===== src/rtl/mem_port_arbiter.sv =====
// Two-master (inst/data) arbiter onto one SRAM-like port, with an in-order
// source FIFO that steers each mem_data_ok back to the side that issued it.
module mem_port_arbiter #(
  parameter int MAX_OUTST = 2
) (
  input  logic        clk,
  input  logic        resetn,
  // instruction side
  input  logic        inst_req,
  input  logic        inst_wr,
  input  logic [3:0]  inst_wstrb,
  input  logic [31:0] inst_addr,
  input  logic [31:0] inst_wdata,
  output logic        inst_addr_ok,
  output logic        inst_data_ok,
  output logic [31:0] inst_rdata,
  // data side
  input  logic        data_req,
  input  logic        data_wr,
  input  logic [3:0]  data_wstrb,
  input  logic [31:0] data_addr,
  input  logic [31:0] data_wdata,
  output logic        data_addr_ok,
  output logic        data_data_ok,
  output logic [31:0] data_rdata,
  // shared memory port
  output logic        mem_req,
  output logic        mem_wr,
  output logic [3:0]  mem_wstrb,
  output logic [31:0] mem_addr,
  output logic [31:0] mem_wdata,
  input  logic        mem_addr_ok,
  input  logic        mem_data_ok,
  input  logic [31:0] mem_rdata,
  output logic [2:0]  outst_cnt
);

  localparam int PTR_W = (MAX_OUTST > 1) ? $clog2(MAX_OUTST) : 1;

  typedef enum logic {SRC_INST = 1'b0, SRC_DATA = 1'b1} src_e;

  src_e             src_fifo [MAX_OUTST];
  logic [PTR_W-1:0] wr_ptr, rd_ptr;
  logic             lock_vld;
  src_e             lock_src;
  src_e             grant;
  src_e             head;
  logic             full, accept, pop;

  function automatic logic [PTR_W-1:0] next_ptr(input logic [PTR_W-1:0] p);
    return (p == PTR_W'(MAX_OUTST - 1)) ? '0 : p + 1'b1;
  endfunction

  assign full = (outst_cnt == 3'(MAX_OUTST));

  // An issued-but-unaccepted request keeps the grant so its address and
  // data cannot change under the memory while it is deciding.
  assign grant  = lock_vld ? lock_src : (data_req ? SRC_DATA : SRC_INST);
  assign mem_req = resetn & ~full & (inst_req | data_req);

  assign mem_wr    = (grant == SRC_DATA) ? data_wr    : inst_wr;
  assign mem_wstrb = (grant == SRC_DATA) ? data_wstrb : inst_wstrb;
  assign mem_addr  = (grant == SRC_DATA) ? data_addr  : inst_addr;
  assign mem_wdata = (grant == SRC_DATA) ? data_wdata : inst_wdata;

  assign accept       = mem_req & mem_addr_ok;
  assign inst_addr_ok = accept & (grant == SRC_INST);
  assign data_addr_ok = accept & (grant == SRC_DATA);

  assign head         = src_fifo[rd_ptr];
  assign pop          = resetn & mem_data_ok & (outst_cnt != 3'd0);
  assign inst_data_ok = pop & (head == SRC_INST);
  assign data_data_ok = pop & (head == SRC_DATA);
  assign inst_rdata   = mem_rdata;
  assign data_rdata   = mem_rdata;

  always_ff @(posedge clk or negedge resetn) begin
    if (!resetn) begin
      outst_cnt <= 3'd0;
      wr_ptr    <= '0;
      rd_ptr    <= '0;
      lock_vld  <= 1'b0;
      lock_src  <= SRC_INST;
    end else begin
      if (accept) wr_ptr <= next_ptr(wr_ptr);
      if (pop)    rd_ptr <= next_ptr(rd_ptr);

      case ({accept, pop})
        2'b10:   outst_cnt <= outst_cnt + 3'd1;
        2'b01:   outst_cnt <= outst_cnt - 3'd1;
        default: outst_cnt <= outst_cnt;
      endcase

      if (accept) begin
        lock_vld <= 1'b0;
      end else if (mem_req) begin
        lock_vld <= 1'b1;
        lock_src <= grant;
      end
    end
  end

  // NOTE: FIFO storage has no reset; an entry is only read after it was
  // written, and the pointers/count that qualify it are reset.
  always_ff @(posedge clk) begin
    if (accept) src_fifo[wr_ptr] <= grant;
  end

endmodule


===== config.mk =====
export PLATFORM = sky130hd
export DESIGN_NAME = mem_port_arbiter
export DESIGN_NICKNAME = d
export VERILOG_FILES = /design/src/rtl/mem_port_arbiter.sv
export SDC_FILE = /design/constraint.sdc
export NUM_CORES = 1
export LEC_CHECK = 0
export BUFFER_PORTS_ARGS = -buffer_cell sky130_fd_sc_hd__buf_4
export CAP_MARGIN = 15
export CORE_AREA = 2 2 122 124
export CTS_CLUSTER_SIZE = 30
export DETAILED_ROUTE_END_ITERATION = 10
export DIE_AREA = 0 0 124 126
export PLACE_DENSITY = 0.52
export SYNTH_ARGS = -nofsm -noshare
export SYNTH_HDL_FRONTEND = slang
export SYNTH_SLANG_ARGS = --single-unit

===== constraint.sdc =====
create_clock -name clk -period 4.01 [get_ports clk]
set_clock_uncertainty 0.2 [all_clocks]
set_input_delay 1.0025 -clock clk [delete_from_list [all_inputs] [get_ports clk]]
set_output_delay 1.0025 -clock clk [all_outputs]
set_load 0.01 [all_outputs]

---- After elaboration in Yosys (flattened, before gate mapping) ----
Memories as Yosys holds them, arrays and structs flattened.
Cells that the tools add are included.
word-level totals
  register bits ........................... 7
  bits in writable memories ............... 2
  bits of input ports ..................... 176
  output and inout port bits .............. 141
  word-level logic and storage cells ...... 44
  memories kept ........................... 1
memories
  name      depth  bits a word  rd ports  clocked after Yosys merged registers in  write ports  RTL line  source
  src_fifo  2      1            1         0                                        1            42        src_e src_fifo [MAX_OUTST];
cells by class
  add/sub/neg operators ................... 4
  equal/unequal tests ..................... 3
  mux-type cells .......................... 13
  bitwise gates (word level) .............. 14
  reductions and logical operators ........ 4
operator list
  kind                                                                    number
  32-bit 2-to-1 mux                                                       2
  1-bit bitwise AND                                                       9
  1-bit 2-to-1 mux                                                        9
  3-bit one-hot mux with 2 select lines                                   1
  4-bit 2-to-1 mux                                                        1
  1-bit NOT                                                               4
  2-bit nonzero test                                                      2
  3-bit by 1-bit adder with 3-bit output (second input constant)          1
  3-bit by 2-bit equality test with 1-bit output (second input constant)  1
  3-bit nonzero test                                                      1
  3-bit by 1-bit subtractor with 3-bit output (second input constant)     1
  1-bit adder (second input constant)                                     2
  2-bit by 1-bit equality test with 1-bit output (second input constant)  1
  2-bit equality test (second input constant)                             1
  2-bit AND reduction                                                     1
  1-bit bitwise OR                                                        1

---- Longest topological paths before layout ----
  depth after elaboration ................. 7
  depth in mapped cells ................... 8
  gate-level depth less buffers ........... 8

---- Worst setup path before layout ----
No wires, ideal clock.
  path type ............................... input to output
  start ................................... input port data_req
  end ..................................... output port mem_addr[24]
  arrival time ............................ 1.667 ns
  slack ................................... 1.141 ns
  stages on the path ...................... 4
  buffers on the path ..................... 1
  cell sequence ........................... mux2i_4 > clkbuf_1 > nand2_1 > nand2_1
between the ends
  longest elaborated chain between the ends .. 3
RTL lines
  what                            RTL line  source
  from (decl)                     18        input logic data_req,
  1-bit 2-to-1 mux (2 in series)  58        assign grant = lock_vld ? lock_src : (data_req ? SRC_DATA : SRC_INST);
  32-bit 2-to-1 mux               63        assign mem_addr = (grant == SRC_DATA) ? data_addr : inst_addr;
  to (decl)                       30        output logic [31:0] mem_addr,
No other way between the ends.

---- Final worst setup path ----
  start ................................... input port data_req
  end ..................................... output port mem_addr[7]
Same word-level chain as after synthesis.

==> qor.txt <==
Post-synth top cells: nand2_1 (207), buf_4 (71), dfrtp_1 (7), buf_2 (6), nor2_1 (6)
die height: 126 um
crit-path cells: buf_4 -> mux2i_4 -> inv_2 -> buf_12 -> nand2_1 -> nand2_1 -> buf_4
hold violation total from the final report: 0
number of routed nets with antenna violations: 0
row count: 44
Post-Syn Area: 1840 sq um
First DRT Iteration DRCs: 102
number of CTS-inserted buffers: 3
Yosys top cell area share: 0.422
first-pass GRT wire length: 10,400 um
status: finished, final reports clean
hold_buf cts: 0
crit path kind: in -> out
Peak VDD IR: 261 uV
antenna diode count: 0
Largest stage delay, worst path: 0.40 ns
worst setup margin: 0.626 ns
Via Count: 2,321
total power: 1560 uW
most frequent cell after synthesis: nand2_1
vias in the first global route: 2,153
initial antenna violation count: 0
sequential share of the synthesized area: 0.128
CTS H-tree depth: 1
dpl ws: 0.587 ns
Post-CTS Setup Inserts: 0
Worst Setup End Kind: primary output
die width: 124 um
CTS max path bufs: 2
crit-path max FO: 44
final WL: 7360 um
NumNets Final: 654
crit path DAT: 2.18 ns
Pins Over Slew Limit: 0
Syn Inst Count: 327
CTS Sinks: 9
Initial Utilization: 0.129
CP top delay family: buffers and inverters
Placed Instances: 655
clock root cell: clkbuf_16
Final setup viols: 0
CP startpoint kind: input port
Syn-to-layout area delta: 77.9%
Ys Warns: 0
largest net degree at the start of global routing: 71
unrepaired setup endpoints after global routing: false
Min Clock Period, post-route: 3.38 ns
port bufs: 220
Cell Count, Final, Fillers Out: 659
CTS tree: done
gp weighted congestion: 0.708
flop2flop setup slack: 1.68 ns
Worst slew margin: 0.648
main flop type after synthesis: dfrtp_1
register bit total from synthesis: 9
Post-Synthesis Net Count: 505
Post-synth EDFFs: 2
async set-reset flop share out of synthesis: 0.778
post-synth cell types: 26
top post-synthesis cells by area: nand2_1 (42%), buf_4 (29%), dfrtp_1 (9.5%)
syn_area_per_cell: 5.63 sq um
DR DRC count: 0
DR pass1 iterations: 4
setup TNS: 0 ns
pwr/cell area: 477 nW/um^2
cell taking the most area after synthesis: nand2_1
Worst-path clk slew: 0.04 ns
remaining global-route overflow: 0
via/cell ratio: 3.52
Max Cap Viol: 0
GRT Overall Usage: 0.0831
Buffers & Inverters on Critical Path: 4
Skew-Pair Late Insertion Delay: 0.23 ns
actual slew at the worst max-slew pin: 0.528 ns
I/O pins: 317
DP Wirelength: 5980 um
Fmax: 296 MHz
static leakage: 0.00196 uW
wire length per cell: 11.2 um
period utilization: 0.844
CTS resizes: 0
core area: 14,300 sq um
Hold WC Path Type: reg -> reg
die area: 15,600 sq um
data required time of the worst path: 2.81 ns
share of layout cells above drive strength 1: 0.486
CP max-delay cell: inv_2
[path summary, 6_finish.rpt]
| path | start | endpoint | cells after the start |
|---|---|---|---|
| setup reg to reg | outst_cnt[0]$_DFFE_PN0P_ | outst_cnt[2]$_DFFE_PN0P_ | 8 |
| hold / removal | rd_ptr$_DFFE_PN0P_ | rd_ptr$_DFFE_PN0P_ | 1 |
| setup / recovery | data_req | mem_addr[7] | 7 |
| hold reg to reg | rd_ptr$_DFFE_PN0P_ | rd_ptr$_DFFE_PN0P_ | 1 |
| max in group asynchronous | resetn | outst_cnt[0]$_DFFE_PN0P_ | 1 |
| min in group asynchronous | resetn | outst_cnt[1]$_DFFE_PN0P_ | 1 |
[final cells by class]
| type | instances | area [sq um] |
|---|---|---|
| tap | 184 | 230 |
| multi-input combinational | 235 | 1020 |
| sequential | 9 | 235 |
| fill | 1638 | 11000 |
| inverter | 5 | 18.8 |
| clock buffer | 4 | 78.8 |
| timing repair buffer | 222 | 1690 |
[where the power goes]
group	switching, uW	internal [uW]
Combinational	613	594
Sequential	46.6	136
Clock	40.7	133
Total	701	862
[kinds of logic (layout without fill, tap and decap cells)]
group | Yosys count | in the layout | synth area share
XOR/XNOR | 5 | 5 | 0.0238
adder cells (fa/ha/maj) | 2 | 2 | 0.0177
buffers and inverters | 83 | 231 | 0.318
AO/OA/AOI/OAI | 4 | 4 | 0.0197
AND/OR/NAND/NOR | 220 | 220 | 0.462
flip-flops | 9 | 9 | 0.128
multiplexers | 4 | 4 | 0.0312
[through the flow]
stage / area [sq um] / hold WS, ns / util
after floorplan: 1840 / 0.260 / -
after global placement: 3200 / 0.289 / 0.223
after detailed placement: 3200 / 0.294 / 0.223
after CTS: 3280 / 0.303 / 0.229
after global routing: 3280 / 0.346 / 0.229
final: 3280 / 0.295 / 0.229
[cell usage in the layout (no fill, tap or decap), types with 2 or more instances in the layout]
master / count
o21ai_0: 2
nand2_1: 207
edfxtp_1: 2
buf_4: 220
inv_1: 4
nor2_1: 6
mux2i_1: 2
buf_12: 2
dfrtp_1: 7
xnor2_1: 3
xor2_1: 2
clkbuf_16: 3
[registers in the layout, summed over array words and instances (netlist names)]
register and flops:
lock_src 1, lock_vld 1, outst_cnt 3, rd_ptr 1, src_fifo 2, wr_ptr 1
[layer usage]
metal / share of wire / track usage / routed length (um)
met2: 0.47 / 0.145 / 3500
met4: 0.025 / 0.0278 / 187
met3: 0.13 / 0.0272 / 971
met5: 0 / 0 / 0
met1: 0.37 / 0.0940 / 2710
(Power assumes the default switching activity.)
